`config.mk`:
```
export PLATFORM = sky130hd
export DESIGN_NAME = pwm_tone_generator
export DESIGN_NICKNAME = d
export VERILOG_FILES = /design/src/rtl/pwm_tone_generator.sv
export SDC_FILE = /design/constraint.sdc
export NUM_CORES = 1
export LEC_CHECK = 0
export ABC_CLOCK_PERIOD_IN_PS = 4600
export CAP_MARGIN = 20
export CORE_MARGIN = 5
export CORE_UTILIZATION = 40
export DETAILED_ROUTE_END_ITERATION = 10
export GPL_TIMING_DRIVEN = 0
export SYNTH_ARGS = -nofsm -noshare
export SYNTH_HDL_FRONTEND = slang
export SYNTH_SLANG_ARGS = --single-unit
```
`constraint.sdc`:
```
create_clock -name i_clk -period 4.6 [get_ports i_clk]
set_input_delay 0.92 -clock i_clk [delete_from_list [all_inputs] [get_ports i_clk]]
set_output_delay 0.92 -clock i_clk [all_outputs]
set_load 0.03 [all_outputs]
```
`src/rtl/pwm_tone_generator.sv`:
```
// Phase-accumulator tone generator gated by a fixed-period PWM carrier.
// Each note change inserts GAP_CYCLES of silence before the new note plays.
module pwm_tone_generator #(
    parameter int unsigned PHASE_WIDTH = 32,
    parameter int unsigned TOP_WIDTH   = 8,
    parameter int unsigned GAP_CYCLES  = 250_000
) (
    input  logic                   i_clk,
    input  logic                   i_rst_n,
    input  logic [TOP_WIDTH-1:0]   i_top,
    input  logic                   i_top_valid,
    input  logic [PHASE_WIDTH-1:0] i_phase_delta,
    output logic                   o_pwm,
    output logic                   o_note_on,
    output logic                   o_period_start
);

    localparam int unsigned GAP_W    = (GAP_CYCLES > 1) ? $clog2(GAP_CYCLES) : 1;
    localparam int unsigned GAP_LAST = (GAP_CYCLES == 0) ? 0 : GAP_CYCLES - 1;
    localparam bit          HAS_GAP  = (GAP_CYCLES != 0);

    typedef enum logic [1:0] {
        ST_IDLE = 2'd0,
        ST_GAP  = 2'd1,
        ST_PLAY = 2'd2
    } state_e;

    state_e                 state_q, state_d;
    logic [TOP_WIDTH-1:0]   count_q, count_d;
    logic [TOP_WIDTH-1:0]   pending_q, pending_d;
    logic [TOP_WIDTH-1:0]   active_q, active_d;
    logic [PHASE_WIDTH-1:0] phase_q, phase_d;
    logic [PHASE_WIDTH-1:0] held_q, held_d;
    logic [GAP_W-1:0]       gap_q, gap_d;
    logic                   pwm_q, pwm_d;
    logic                   note_on_q, note_on_d;
    logic                   period_start_q, period_start_d;
    state_e                 note_entry;

    // A changed note either waits out the gap or, with no gap, restarts immediately.
    assign note_entry = HAS_GAP ? ST_GAP : ST_PLAY;

    // Note sequencing FSM: next state, held delta, phase and gap counter.
    always_comb begin
        state_d = state_q;
        held_d  = held_q;
        gap_d   = gap_q;
        phase_d = phase_q;
        case (state_q)
            ST_IDLE: begin
                phase_d = '0;
                if (i_phase_delta != '0) begin
                    held_d  = i_phase_delta;
                    gap_d   = GAP_W'(GAP_LAST);
                    state_d = note_entry;
                end
            end
            ST_PLAY: begin
                if (i_phase_delta == held_q) begin
                    phase_d = phase_q + held_q;
                end else if (i_phase_delta == '0) begin
                    held_d  = '0;
                    phase_d = '0;
                    state_d = ST_IDLE;
                end else begin
                    held_d  = i_phase_delta;
                    phase_d = '0;
                    gap_d   = GAP_W'(GAP_LAST);
                    state_d = note_entry;
                end
            end
            ST_GAP: begin
                phase_d = '0;
                if (i_phase_delta == '0) begin
                    held_d  = '0;
                    state_d = ST_IDLE;
                end else if (i_phase_delta != held_q) begin
                    held_d = i_phase_delta;
                    gap_d  = GAP_W'(GAP_LAST);
                end else if (gap_q == '0) begin
                    state_d = ST_PLAY;
                end else begin
                    gap_d = gap_q - GAP_W'(1);
                end
            end
            default: begin
                state_d = ST_IDLE;
                phase_d = '0;
                held_d  = '0;
            end
        endcase
    end

    // Carrier, level hand-over at the period boundary, and output drive.
    always_comb begin
        count_d        = count_q + TOP_WIDTH'(1);
        pending_d      = i_top_valid ? i_top : pending_q;
        active_d       = (count_q == '1) ? pending_d : active_q;
        period_start_d = (count_q == '0);
        pwm_d          = (state_q == ST_PLAY) & phase_q[PHASE_WIDTH-1] & (count_q < active_q);
        note_on_d      = (state_d == ST_PLAY);
    end

    always_ff @(posedge i_clk) begin
        if (!i_rst_n) begin
            state_q        <= ST_IDLE;
            count_q        <= '0;
            pending_q      <= '0;
            active_q       <= '0;
            phase_q        <= '0;
            held_q         <= '0;
            gap_q          <= '0;
            pwm_q          <= 1'b0;
            note_on_q      <= 1'b0;
            period_start_q <= 1'b0;
        end else begin
            state_q        <= state_d;
            count_q        <= count_d;
            pending_q      <= pending_d;
            active_q       <= active_d;
            phase_q        <= phase_d;
            held_q         <= held_d;
            gap_q          <= gap_d;
            pwm_q          <= pwm_d;
            note_on_q      <= note_on_d;
            period_start_q <= period_start_d;
        end
    end

    assign o_pwm          = pwm_q;
    assign o_note_on      = note_on_q;
    assign o_period_start = period_start_q;

endmodule

```
==> results.json <==
{
  "status": "finished clean",
  "setup_viol_count_final": 0,
  "num_rows": 45,
  "core_area_um2": 15100,
  "grt_max_degree": 19,
  "cts.clk_slew.worst_paths_ps": 70,
  "async_flop_share_pct": 0,
  "slew_violations": 0,
  "cts.sinks": 111,
  "hold_class": "reg -> reg",
  "root_buffer": "clkbuf_16",
  "rsz0062_at_grt": "no",
  "hpwlAfterDp_um": 12100,
  "rrSetupSlack_ps": 1590,
  "tritoncts": "built",
  "yosys.area.top_type": "dfxtp_1",
  "grt_usage_pct": 17.6,
  "synth_edf_count": 0,
  "relSlewSlack_pct": 36.8,
  "design.die.area_um2": 17900,
  "hold_buffers": 0,
  "vias_per_cell": 5.59,
  "synth_mux_area_share_pct": 1.47,
  "synth.avg_cell_area_um2": 8.92,
  "final_nets": 833,
  "min_period_ps": 3420,
  "synth_cell_types": 64,
  "syn_to_final_growth_pct": 16.6,
  "critPathMaxFanout": 10,
  "synth-simple-area-share_pct": 18.0,
  "antenna_found_initial": 0,
  "drc": 0,
  "synth_compound_area_share_pct": 22.4,
  "post_cts_buffers": 0,
  "final_antenna_net_count": 0,
  "critPathKind": "in -> reg",
  "skew_ps": 10.2,
  "synth_top_family_by_area": "compound AO/OA/AOI/OAI gates",
  "cp-end-kind": "flip-flop",
  "ir_worst_vdd_mv": 0.188,
  "leakagePower_uw": 0.00290,
  "synth.top_cell.area_share_pct": 36.2,
  "post-route-period-util_pct": 74.3,
  "grt_pass1_wl_um": 25600,
  "synth_area_leaders": "dfxtp_1, ha_1, xor2_1, nor2_1, a22o_1",
  "synthesis.nets": 778,
  "yosys_warnings": 0,
  "clkLatencyLatePin_ps": 360,
  "wl_per_cell_um": 16.5,
  "synthXorXnorAreaFrac_pct": 9.12,
  "die_x_um": 134,
  "worstHoldPathCells": 1,
  "overflow": 0,
  "cts_buffers": 9,
  "drtIter0Drc": 201,
  "startpoint_type": "primary input",
  "drive_gt1_share_pct": 6.68,
  "n_antenna_cell": 0,
  "arrival_ps": 3720,
  "placed_area_um2": 6820,
  "synth_ff_type": "dfxtp_1",
  "yosysMostFrequentCell": "dfxtp_1",
  "max_freq_mhz": 293,
  "cp.required_ps": 4900,
  "p_per_area_nw_per_um2": 315,
  "synth.yosys.seq_area_share_pct": 36.2,
  "initial_core_util_pct": 40.6,
  "vias": 5240,
  "synth_common_cells": "dfxtp_1, nor2_1, a21oi_1, xor2_1, ha_1",
  "maxCapViolCount": 0,
  "final_cell_area_um2": 7170,
  "ios": 46,
  "reg2regPathDepth": 10,
  "synth_fa_ha_area_share_pct": 9.49,
  "hold_viol": 0,
  "tightest_slew_ps": 940,
  "io_buffer_count": 44,
  "netlist_area_um2": 6150,
  "die_h_um": 134,
  "gp_routability_congestion": 0.867,
  "cts_buffer_depth": 2,
  "wl_um": 15400,
  "first_pass_iters": 4,
  "ctsResizeCount": 0,
  "htreeDepth": 3,
  "synth_seq_cells": 111,
  "grt_pass1_vias": 5156,
  "fin_setup_tns_ps": 0,
  "synth_cells": 689
}
report_power, final:
| group | switching (uW) | total [uW] | internal [uW] |
|---|---|---|---|
| clock | 372 | 906 | 534 |
| combinational | 158 | 302 | 144 |
| sequential | 44.9 | 1050 | 1000 |
| total | 574 | 2260 | 1680 |
path summary, 6_finish.rpt:
| path | from | endpoint |
|---|---|---|
| worst max register to register | held_q[0] | phase_q[28] |
| worst max-delay path | i_phase_delta[27] | held_q[12] |
| worst min register to register | count_q[0] | count_q[0] |
| worst min-delay path | count_q[0] | count_q[0] |
layout by cell type, fill, tap and decap left out, drive strengths merged, types with 27 or more instances in the layout:
| cell type | n |
|---|---|
| dfxtp | 111 |
| nor2 | 77 |
| a21oi | 52 |
| xor2 | 48 |
| ha | 45 |
| clkdlybuf4s50 | 44 |
| nand2 | 36 |
| a22o | 32 |
| inv | 27 |
| o21ai | 27 |
worst max-delay path, stage by stage:
cell             delay, ps
clkdlybuf4s50_1        500
xor2_1                 190
nor4_1                 380
nand4_1                250
nor3_2                 590
mux2i_1                190
o21ai_2                270
buf_2                  270
a22o_1                 150
registers in the layout, summed over array words and instances (netlist names):
register / count
held_q: 32
phase_q: 32
gap_q: 18
active_q: 8
count_q: 8
pending_q: 8
state_q: 2
o_note_on: 1
o_period_start: 1
o_pwm: 1
stage by stage:
step                      hold WS [ps]  cells  worst slack (ps)  utilization (%)  total power (uW)
after floorplan                    435    689              2000                -              1260
after global placement             457    921               822             45.0              1360
after detailed placement           465    921               759             45.0              1370
after CTS                          481    937              1160             47.3              2280
after global routing               504    937               894             47.3              2360
final                              479    937              1180             47.3              2260
kinds of logic after synthesis:
group	count (synthesis)
buffers and inverters	51
and+or+nand+nor	216
muxes	9
xor gates and xnor gates	64
AOI/OAI and AO/OA	192
DFF	111
adders and majority gates	46
layer usage:
metal	vias to the layer above	track usage (%)	routed length (um)
met1	2500	22.6	7260
li1	2628	-	-
met2	98	29.9	7460
met4	0	3.60	152
met5	-	0	0
met3	14	4.39	544
final cells by class:
class / count / area [um^2]
fill: 1443 / 7980
clock inverter: 7 / 120
tap: 188 / 235
multi-input combinational: 527 / 3710
sequential: 111 / 2220
inverter: 27 / 101
timing repair buffer: 44 / 440
clock buffer: 9 / 225
buffer: 24 / 109
(Power assumes the default switching activity.)
